===== src/rtl/fwd_mux_stage.sv =====
// fwd_mux_stage: registered N:1 operand-forwarding mux with stall/flush, valid tracking and sticky select-error reporting.
module fwd_mux_stage #(
  parameter int WIDTH = 32,
  parameter int NUM_IN = 3,
  parameter int SEL_W = $clog2(NUM_IN),
  parameter logic [WIDTH-1:0] DEFAULT_VAL = '0
) (
  input  logic                    clk,
  input  logic                    rst_n,
  input  logic [NUM_IN*WIDTH-1:0] in_data,
  input  logic [SEL_W-1:0]        sel,
  input  logic                    in_valid,
  input  logic                    stall,
  input  logic                    flush,
  input  logic                    clear_err,
  output logic [WIDTH-1:0]        out_data,
  output logic                    out_valid,
  output logic [SEL_W-1:0]        out_sel,
  output logic                    sel_err,
  output logic [7:0]              err_count
);
  localparam int SLOTS = 2 ** SEL_W;
  localparam bit POW2 = (NUM_IN == SLOTS);
  // Every encodable select has a table entry, so the index is always in range.
  logic [WIDTH-1:0] in_arr [SLOTS];
  for (genvar i = 0; i < SLOTS; i++) begin : g_arr
    if (i < NUM_IN) begin : g_in
      assign in_arr[i] = in_data[i*WIDTH +: WIDTH];
    end else begin : g_def
      assign in_arr[i] = DEFAULT_VAL;
    end
  end
  logic             sel_oob, capture, err_evt;
  logic [WIDTH-1:0] data_d, data_q;
  logic             valid_d, valid_q;
  logic [SEL_W-1:0] sel_d, sel_q;
  logic             err_d, err_q;
  logic [7:0]       cnt_d, cnt_q;
  always_comb begin
    sel_oob = !POW2 && ({1'b0, sel} >= (SEL_W+1)'(NUM_IN));
    capture = !flush && !stall;
    err_evt = capture && in_valid && sel_oob;
    data_d  = flush ? DEFAULT_VAL : (capture && in_valid) ? in_arr[sel] : data_q;
    valid_d = flush ? 1'b0 : stall ? valid_q : in_valid;
    sel_d   = capture ? sel : sel_q;
    err_d   = clear_err ? 1'b0 : (err_q | err_evt);
    cnt_d   = clear_err ? 8'd0 : (err_evt && cnt_q != 8'hff) ? cnt_q + 8'd1 : cnt_q;
  end
  always_ff @(posedge clk or negedge rst_n) begin
    if (!rst_n) begin
      data_q  <= DEFAULT_VAL;
      valid_q <= 1'b0;
      sel_q   <= '0;
      err_q   <= 1'b0;
      cnt_q   <= 8'd0;
    end else begin
      data_q  <= data_d;
      valid_q <= valid_d;
      sel_q   <= sel_d;
      err_q   <= err_d;
      cnt_q   <= cnt_d;
    end
  end
  assign out_data  = data_q;
  assign out_valid = valid_q;
  assign out_sel   = sel_q;
  assign sel_err   = err_q;
  assign err_count = cnt_q;
endmodule


===== config.mk =====
export PLATFORM = sky130hd
export DESIGN_NAME = fwd_mux_stage
export DESIGN_NICKNAME = d
export VERILOG_FILES = /design/src/rtl/fwd_mux_stage.sv
export SDC_FILE = /design/constraint.sdc
export NUM_CORES = 1
export LEC_CHECK = 0
export ABC_AREA = 1
export BUFFER_PORTS_ARGS = -buffer_cell sky130_fd_sc_hd__buf_2
export CELL_PAD_IN_SITES_DETAIL_PLACEMENT = 1
export CELL_PAD_IN_SITES_GLOBAL_PLACEMENT = 1
export CORE_MARGIN = 2
export CORE_UTILIZATION = 29
export CTS_CLUSTER_SIZE = 14
export DETAILED_ROUTE_END_ITERATION = 12
export HOLD_SLACK_MARGIN = 0.05
export PLACE_DENSITY = 0.77
export SYNTH_ARGS = -nofsm -noshare
export SYNTH_HDL_FRONTEND = slang
export SYNTH_SLANG_ARGS = --single-unit
export TNS_END_PERCENT = 50

===== constraint.sdc =====
create_clock -name clk -period 1.35 [get_ports clk]
set_input_delay 0.0675 -clock clk [delete_from_list [all_inputs] [get_ports clk]]
set_output_delay 0.0675 -clock clk [all_outputs]
set_load 0.005 [all_outputs]

==> results of run 1 <==
[cells in the final DEF (no fill, tap or decap), types with 2 or more instances in the layout]
cell and instances:
o21ai_1 27, inv_2 3, clkbuf_1 2, buf_4 16, nand3_1 69, nand2_4 2, o21ai_0 40, nor2_4 2
nor2_1 42, nand2_1 91, buf_12 3, inv_1 7, dfrtp_1 44, buf_2 147, clkbuf_8 6, dlygate4sd3_1 2
nand2_2 6, inv_4 2, a21oi_1 3
[per-layer routing]
metal,track usage [%],up-vias,part of all wire (%)
met5,0,-,0
met3,4.54,6,6.7
met2,36.5,107,51
met1,23.2,1479,41
met4,3.48,0,0.68
li1,-,1527,-
[power by group through the flow]
stage	registers [mW]	logic (mW)	clock network, mW
final	1.41	0.631	0.844
after global routing	1.42	0.713	0.927
after CTS	1.41	0.637	0.887
after detailed placement	1.43	0.629	0
after global placement	1.43	0.611	0
after floorplan	1.44	0.271	0
[critical path, cell delays in order (launching register included)]
cell     delay, ps
dfrtp_1        360
ha_2           190
nand2_2         60
nor2_1         100
nand2_1         70
nand2_2        100
nand2_4        100
buf_6          140
o21ai_2         90
[registers in the layout, summed over array words and instances, names as in the netlist]
register	flops
err_count	8
out_data	32
out_sel	2
out_valid	1
sel_err	1
[stage by stage]
| step | setup TNS (ps) | hold WS [ps] | power [mW] | utilization (%) | worst slack, ps |
|---|---|---|---|---|---|
| CTS | 0 | 63.1 | 2.93 | 41.7 | 26.7 |
| finish | 0 | 70.7 | 2.88 | 42.0 | 68.1 |
| global route | -172 | 73.8 | 3.05 | 42.0 | -40.0 |
| global placement | 0 | 44.5 | 2.04 | 40.4 | 107 |
| floorplan | 0 | -228 | 1.71 | - | 104 |
| detailed placement | 0 | 36.0 | 2.06 | 40.4 | 39.9 |
[area by class of cell]
| cell class | instances | area (µm²) | area share (%) |
|---|---|---|---|
| tap | 108 | 135 | 3.69 |
| multi-input combinational | 289 | 1340 | 36.5 |
| sequential | 44 | 1100 | 30.0 |
| timing repair buffer | 169 | 947 | 25.8 |
| inverter | 13 | 53.8 | 1.47 |
| clock buffer | 8 | 90.1 | 2.46 |
[path summary, 6_finish.rpt]
path                                          startpoint                       end  cells past startpoint
worst max-delay path            err_count[1]$_DFFE_PN0P_  err_count[0]$_DFFE_PN0P_                      8
worst min-delay path                               stall     out_valid$_DFFE_PN0P_                      3
worst max register to register  err_count[1]$_DFFE_PN0P_  err_count[0]$_DFFE_PN0P_                      8
worst min register to register  out_data[15]$_DFFE_PN0P_  out_data[15]$_DFFE_PN0P_                      2
max in group asynchronous                          rst_n  out_data[26]$_DFFE_PN0P_                      3
min in group asynchronous                          rst_n  err_count[5]$_DFFE_PN0P_                      2
[cells in the mapped netlist, drive strengths merged]
library cell	n	area [µm²]
ha	1	12.5
buf	21	110
nor3	1	5.00
o21a	1	7.51
nand4	1	6.26
mux2	1	11.3
a21oi	3	15.0
inv	12	47.6
o21ai	68	340
nand2	99	389
clkinv	1	3.75
dfrtp	44	1100
nand3	69	345
nor2	44	180
o21bai	1	7.51
clkbuf	5	22.5
[cells by family (layout without fill, tap and decap cells)]
logic type / Yosys count / in the layout / synth area share, %
simple gates: 214 / 214 / 35.5
compound gates: 73 / 73 / 14.2
flops: 44 / 44 / 42.3
buf+inv: 39 / 190 / 7.06
fa+ha+maj: 1 / 1 / 0.480
mux: 1 / 1 / 0.432
[timing repair]
action                                 in CTS  in global routing
endpoints found under the hold margin      18                  0
resized for setup                           0                 11
hold buffers                                2                  0
setup endpoints to repair                   0                  8
setup buffers                               0                  1
==> impl_results.md, run 1 <==
- Status: complete, no violations
- Via count: about 3100
- VDD IR-drop max: roughly 0.31 mV
- Synth cell types: 24
- Post-DRT Antenna Nets: 0
- DR DRC count: 0
- Post-Syn Nets: ~480
- Class of the worst hold path: in2reg
- Slew HR: roughly 70%
- Gr usage total: 19.6%
- PwrDens: roughly 800 nW/µm²
- Remaining Overflow, GRT: 0
- TritonCTS buffer count: 5
- Startpoint types: flop
- Hpwl dp: between 7000 and 8000 µm
- CTS tree: yes
- Placed Instances: between 600 and 700
- Initial Util: about 30%
- Worst-path clk slew: ~80 ps
- Final Hold Fails: 0
- Die Span X: about 99 µm
- Clk_lat worst skew: 290 ps
- Sequential area share after synthesis: a little over two fifths
- Final Critical Period: between 1000 and 1500 ps
- Sw power: around 0.81 mW
- Clock Skews: ~0.52 ps
- Leak Pwr: between 2 and 2.5 nW
- Worst Max-Slew Pin Slew: approximately 450 ps
- Gpl congestion: approximately 0.77
- Buffers on Ports: ~150
- Ant diodes: 0
- H-tree Lvls: 2
- Row count: 34
- Post-route cell area: ~3700 µm²
- Die height: ~99 µm
- Clock group share of total power: just under 30%
- CP Capture Type: flop
- Core area: roughly 8700 µm²
- Gate Count Post-Synth: about 370
- Critical Path AT: between 1500 and 2000 ps
- Cell Area, Synth: roughly 2600 µm²
- Syn. warnings: 0
- Setup CP Type: reg2reg
- Sw frac: 27.9%
- FMAX: slightly below 800 MHz
- Fillers: about 1200
- Syn avg cell area: ~7 µm²
- First-pass GRT wire length: between 15000 and 20000 µm
- Clk buf depth: 2
- Sequential power share: between 40% and 50%
- Max_cap viols: 0
- Final non-filler cell total: around 630
- Number of top-level pins: ~150
- Initial antenna violation count: 0
- Max-slew violation count: 0
- Post-synthesis register bit count: 44
- Die ar.: just under 10000 µm²
- Area growth from synthesis to layout: 40.7%
- Vias per cell: approximately 5
- Pint: just over 2 mW
- Iter 0 DRT Violations: a little under 80
- Final worst path period share: between 90 and 100%
- Number of global-route vias before repair: approximately 3200
- Routed len/inst: 15.0 µm
- RSZ-0062 raised after global routing: yes
- 1st-pass router iterations: 4
- Clock sink total: 44
- R2R setup slack: slightly below 70 ps
- Worst Path Required: roughly 1600 ps
- Clock root buffer: clkbuf_8
- Layout cells sized above 1: ~37%
- Crit Path Max Fanout: 8
- Comb pwr share: between 20% and 30%
- Final #Nets: between 600 and 700
- Finish-stage setup viols: 0
- Final WL: 9470 µm
- Pin count of the biggest net entering global routing: 34
- Cell Area, Placed: between 3000 and 4000 µm²
Power figures use the tool's default switching activity.
==> run 2: changes to the inputs <==
==> constraint.sdc (replaced) <==
create_clock -name clk -period 1.45 [get_ports clk]
set_input_delay 0.0725 -clock clk [delete_from_list [all_inputs] [get_ports clk]]
set_output_delay 0.0725 -clock clk [all_outputs]
set_load 0.005 [all_outputs]
==> impl_results.md, run 2 (synthesized netlist as in run 1, its figures left out) <==
- Area growth from synthesis to layout: 37.7%
- Leak Pwr: 2.02 nW (-1.6%)
- Crit Path Max Fanout: 8 (unchanged)
- CTS tree: yes
- Worst Max-Slew Pin Slew: 628 ps (+173 ps)
- DR DRC count: 0 (unchanged)
- Vias per cell: 4.96 (+0.31%)
- FMAX: 744 MHz (-4.6%)
- PwrDens: 752 nW/µm² (-4.4%)
- 1st-pass router iterations: 4 (unchanged)
- Die ar.: 9760 µm² (unchanged)
- Number of top-level pins: 148 (unchanged)
- Final WL: 9590 µm (+1.3%)
- Clock group share of total power: 30.4% (+1.1 points)
- Routed len/inst: 15.4 µm (+2.4%)
- Commonest non-fill, non-tap cell in the layout: buf_2
- Via count: 3094 (-0.80%)
- H-tree Lvls: 2 (unchanged)
- Worst Path Required: 1650 ps (+70 ps)
- Remaining Overflow, GRT: 0 (unchanged)
- Max-slew violation count: 0 (unchanged)
- Status: complete, no violations
- Initial antenna violation count: 0 (unchanged)
- Layout cells sized above 1: 34.9% (-1.6 points)
- Final Critical Period: 1340 ps (+61.7 ps)
- Final worst path period share: 92.7% (-2.3 points)
- Die Span X: 98.8 µm (unchanged)
- Post-route cell area: 3590 µm² (-2.2%)
- Final non-filler cell total: 624 (-1.1%)
- Sequential power share: 48.6% (-0.2 points)
- Max_cap viols: 0 (unchanged)
- Setup CP Type: reg2reg
- Pin count of the biggest net entering global routing: 65 (+91%)
- Clock sink total: 44 (unchanged)
- Initial Util: 29.9% (unchanged)
- Clock root buffer: clkbuf_8
- Hold slack final: 61.3 ps (-9.39 ps)
- Hpwl dp: 7120 µm (-4.4%)
- Finish-stage setup viols: 0 (unchanged)
- Clock Skews: 0.594 ps (+0.0719 ps)
- Gpl congestion: 0.798 (+3.3%)
- Placed Instances: 611 (-1.5%)
- Buffers on Ports: 147 (unchanged)
- Sw power: 0.786 mW (-2.4%)
- Critical Path AT: 1540 ps (+30 ps)
- TritonCTS buffer count: 5 (unchanged)
- Fillers: 1142 (-0.78%)
- Power Total: 2.70 mW (-6.5%)
- Number of global-route vias before repair: 3265 (+0.74%)
- Sw frac: 29.2% (+1.2 points)
- Gr usage total: 19.9% (+0.31 points)
- Final Hold Fails: 0 (unchanged)
- Clk_lat worst skew: 300 ps (about the same)
- Ant diodes: 0 (unchanged)
- Core area: 8720 µm² (unchanged)
- First-pass GRT wire length: 15800 µm (+1.5%)
- Clk buf depth: 2 (unchanged)
- VDD IR-drop max: 0.312 mV (-0.42%)
- Pint: 1.91 mW (-8.1%)
- Iter 0 DRT Violations: 92 (+19%)
- Die height: 98.8 µm (unchanged)
- Max reg flops: 32 (unchanged)
- Worst-path clk slew: 90 ps (about the same)
- Post-DRT Antenna Nets: 0 (unchanged)
- Slew HR: 58.1% (-12 points)
- Cell Area, Placed: 3440 µm² (-2.3%)
- Class of the worst hold path: in2reg
- Most frequent cells in the layout: buf_2, nand2_1, nand3_1, dfrtp_1
- Startpoint types: flop
- CP Capture Type: flop
- Final #Nets: 620 (-1.1%)
- Row count: 34 (unchanged)
- Comb pwr share: 21.0% (-0.9 points)
run 2: worst paths after layout:
check,from,to,slack (ps),cells after the start
max,err_count[0]$_DFFE_PN0P_,err_count[2]$_DFFE_PN0P_,110,9
min,stall,out_valid$_DFFE_PN0P_,60,3
max reg2reg,err_count[0]$_DFFE_PN0P_,err_count[2]$_DFFE_PN0P_,110,9
min reg2reg,out_data[15]$_DFFE_PN0P_,out_data[15]$_DFFE_PN0P_,510,2
max in group asynchronous,rst_n,out_data[3]$_DFFE_PN0P_,860,3
min in group asynchronous,rst_n,err_count[2]$_DFFE_PN0P_,120,2
run 2: power groups by stage:
| stage | combinational [mW] | sequential (mW) | clock (mW) |
|---|---|---|---|
| after floorplan | 0.253 | 1.34 | 0 |
| after global placement | 0.549 | 1.33 | 0 |
| after detailed placement | 0.568 | 1.34 | 0 |
| after CTS | 0.574 | 1.31 | 0.845 |
| after global routing | 0.639 | 1.32 | 0.905 |
| final | 0.565 | 1.31 | 0.819 |
run 2: per-stage QoR:
| step | TNS [ps] | worst slack [ps] | util, % |
|---|---|---|---|
| floorplan | 0 | 204 | - |
| global placement | 0 | 128 | 39.5 |
| detailed placement | 0 | 52.9 | 39.5 |
| CTS | 0 | 34.4 | 40.8 |
| global route | -20.5 | -11.4 | 41.1 |
| finish | 0 | 106 | 41.1 |
run 2: critical path: stages, from the launching register on:
cell     delay [ps]
dfrtp_1         420
ha_1            230
nand2_2         100
nor2_2           40
nand2_1          70
nand2_2          80
nand2_4         120
inv_4            70
nand2_1          60
nand2_1          50
run 2: layer usage:
metal / global-route usage (%) / up-vias / wire length, µm
met5: 0 / - / 0
met4: 3.37 / 0 / 39
met3: 4.40 / 5 / 568
met2: 35.0 / 108 / 4760
met1: 25.5 / 1467 / 4230
li1: - / 1514 / -
run 2: final cells by class:
cell class                 count  area (µm²)  area share, %
inverter                      13        53.8           1.50
clock inverter                 2        10.0          0.279
sequential                    44        1100           30.7
tap                          108         135           3.77
clock buffer                   6        82.6           2.30
multi-input combinational    289        1330           37.0
timing repair buffer         162         878           24.5
run 2: what timing repair did:
action,in CTS,in global routing
setup endpoints to repair,0,8
hold buffers,2,0
endpoints found under the hold margin,46,0
gates resized for setup,0,3
buffers inserted,0,3
==> run 3: changes to the inputs <==
--- a/config.mk
+++ b/config.mk
@@ -6,6 +6,7 @@
 export NUM_CORES = 1
 export LEC_CHECK = 0
 export ABC_AREA = 1
+export ABC_CLOCK_PERIOD_IN_PS = 1450
 export BUFFER_PORTS_ARGS = -buffer_cell sky130_fd_sc_hd__buf_2
 export CELL_PAD_IN_SITES_DETAIL_PLACEMENT = 1
 export CELL_PAD_IN_SITES_GLOBAL_PLACEMENT = 1
@@ -14,7 +15,7 @@
 export CTS_CLUSTER_SIZE = 14
 export DETAILED_ROUTE_END_ITERATION = 12
 export HOLD_SLACK_MARGIN = 0.05
-export PLACE_DENSITY = 0.77
+export PLACE_DENSITY_LB_ADDON = 0.1
 export SYNTH_ARGS = -nofsm -noshare
 export SYNTH_HDL_FRONTEND = slang
 export SYNTH_SLANG_ARGS = --single-unit
==> impl_results.md, run 3 (synthesized netlist as in run 1, its figures left out) <==
- R2R setup slack: 100 ps (about the same)
- Worst-path clk slew: 90 ps (about the same)
- Sw power: 0.775 mW (-1.4%)
- Slew HR: 74.4% (+16 points)
- Clock root buffer: clkbuf_8
- FMAX: 743 MHz (-0.19%)
- Clock group share of total power: 33.3% (+2.9 points)
- R2r startpoint: err_count[0]$_DFFE_PN0P_
- Final worst path period share: 92.8% (+0.18 points)
- CP Depth: 9 (unchanged)
- VDD IR-drop max: 0.350 mV (+12%)
- Finish-stage setup viols: 0 (unchanged)
- Sw frac: 27.4% (-1.8 points)
- First-pass GRT wire length: 15700 µm (-0.69%)
- Post-route cell area: 3660 µm² (+2.1%)
- Worst Path Required: 1690 ps (+40 ps)
- Worst path cell trace: ha_2 -> nand2_2 -> nor2_1 -> nand2_1 -> nand2_2 -> nand2_4 -> inv_6 -> nand2_1 -> nand2_1
- Clock Skews: 1.42 ps (+0.821 ps)
- Pin count of the biggest net entering global routing: 45 (-31%)
- Leak Pwr: 2.05 nW (+1.9%)
- Place WS: 18.5 ps (-34.4 ps)
- CP Capture Type: flop
- Area growth from synthesis to layout: 40.5%
- Max-slew violation count: 0 (unchanged)
- Max_cap viols: 0 (unchanged)
- Post-DRT Antenna Nets: 0 (unchanged)
- Ant diodes: 0 (unchanged)
- Routed len/inst: 14.8 µm (-3.6%)
- Final WL: 9330 µm (-2.7%)
- Most frequent cells in the layout: buf_2, nand2_1, nand3_1, dfrtp_1, nor2_1
- Iter 0 DRT Violations: 59 (-36%)
- CP startpoint: err_count[0]$_DFFE_PN0P_
- Die Span X: 98.8 µm (unchanged)
- Number of top-level pins: 148 (unchanged)
- Setup CP Type: reg2reg
- Final #Nets: 626 (+0.97%)
- Cell Area, Placed: 3490 µm² (+1.2%)
- Critical Path AT: 1580 ps (+40 ps)
- Total Negative Setup Slacks: 0 ps (unchanged)
- Remaining Overflow, GRT: 0 (unchanged)
- Gr usage total: 19.7% (-0.30 points)
- Row count: 34 (unchanged)
- TritonCTS buffer count: 5 (unchanged)
- Family with the most delay on the worst path: simple AND/OR/NAND/NOR gates
- Max reg flops: 32 (unchanged)
- Setup ws final: 104 ps (-2.58 ps)
- Buffers plus inverters on the worst setup path: 1 (unchanged)
- Fillers: 1166 (+2.1%)
- Pint: 2.05 mW (+7.5%)
- Power Total: 2.83 mW (+4.9%)
- Slowest-stage cell, CP: dfrtp_1
- CTS tree: yes
- Cell repeated most along the worst path: nand2_1
- DR DRC count: 0 (unchanged)
- Clk buf depth: 2 (unchanged)
- CP peak stage delay: 410 ps (about the same)
- Clk_lat worst skew: 290 ps (about the same)
- Reg2reg path depth: 9 (unchanged)
- H-tree Lvls: 2 (unchanged)
- Comb pwr share: 20.4% (-0.6 points)
- Reg2reg end: err_count[7]$_DFFE_PN0P_
- Commonest non-fill, non-tap cell in the layout: buf_2
- PwrDens: 772 nW/µm² (+2.7%)
- Crit Path Max Fanout: 8 (unchanged)
- Core area: 8720 µm² (unchanged)
- Die ar.: 9760 µm² (unchanged)
- Number of global-route vias before repair: 3233 (-0.98%)
- Gpl congestion: 0.795 (-0.44%)
- Startpoint types: flop
- Worst Max-Slew Pin Slew: 383 ps (-245 ps)
- Class of the worst hold path: in2reg
- Sequential power share: 46.3% (-2.3 points)
- 1st-pass router iterations: 4 (unchanged)
- Final Hold Fails: 0 (unchanged)
- Vias per cell: 4.87 (-1.7%)
- Hpwl dp: 6790 µm (-4.6%)
- Initial antenna violation count: 0 (unchanged)
- Initial Util: 29.9% (unchanged)
- Status: complete, no violations
- Via count: 3071 (-0.74%)
- Buffers on Ports: 147 (unchanged)
- Final Critical Period: 1350 ps (+2.58 ps)
- CP endpoint: err_count[7]$_DFFE_PN0P_
- Layout cells sized above 1: 35.4% (+0.56 points)
- Clock sink total: 44 (unchanged)
- Die height: 98.8 µm (unchanged)
==> run 3: layout make-up <==
| type | instances | area [µm²] | share of cell area, % |
|---|---|---|---|
| flip-flops and latches | 44 | 1100 | 30.1 |
| inverters | 13 | 56.3 | 1.54 |
| repair buffers | 168 | 936 | 25.6 |
| clock buffers | 6 | 72.6 | 1.98 |
| well taps | 108 | 135 | 3.69 |
| clock inverters | 2 | 35.0 | 0.957 |
| multi-input cells | 289 | 1330 | 36.2 |
==> run 3: worst reg2reg max path, delay by kind of cell (launching register included) <==
| kind | cells | cell delay, ps |
|---|---|---|
| buffers and inverters | 1 | 100 |
| DFF | 1 | 410 |
| adders and majority gates | 1 | 210 |
| and+or+nand+nor | 7 | 560 |
==> run 3: per-layer routing <==
metal  global-route usage, %  up-vias  wire, µm
li1                        -     1527         -
met1                    26.0     1444      4240
met2                    32.8       92      4400
met3                    4.89        8       612
met4                    3.79        0        80
met5                       0        -         0
==> run 3: metrics by stage <==
stage	std cells	hold slack, ps	utilization, %
3_3_place_gp	615	75.7	40.0
2_1_floorplan	372	-223	-
3_5_place_dp	615	77.4	40.0
4_1_cts	625	61.6	41.4
6_report	630	72.0	42.0
5_1_grt	630	81.8	42.0
==> run 3: what timing repair did <==
item | CTS | global route
hold buffers | 2 | 0
endpoints found under the hold margin | 45 | 0
setup buffers | 0 | 5
setup endpoints to repair | 0 | 8
gates resized for setup | 0 | 4
==> run 3: worst min path at each step <==
stage | start | endpoint | slack (ps) | cells after the start
2_1_floorplan | rst_n | err_count[0]$_DFFE_PN0P_ | -220 | 0
3_3_place_gp | rst_n | out_data[25]$_DFFE_PN0P_ | 80 | 2
3_5_place_dp | rst_n | out_data[25]$_DFFE_PN0P_ | 80 | 2
4_1_cts | stall | out_valid$_DFFE_PN0P_ | 60 | 3
5_1_grt | stall | out_valid$_DFFE_PN0P_ | 80 | 3
6_report | stall | out_valid$_DFFE_PN0P_ | 70 | 3
==> run 3: power by group through the flow <==
stage	sequential [mW]	combinational, mW	clock [mW]
floorplan	1.34	0.253	0
global placement	1.33	0.570	0
finish	1.31	0.578	0.942
detailed placement	1.33	0.578	0
CTS	1.31	0.585	0.981
global route	1.32	0.659	1.02
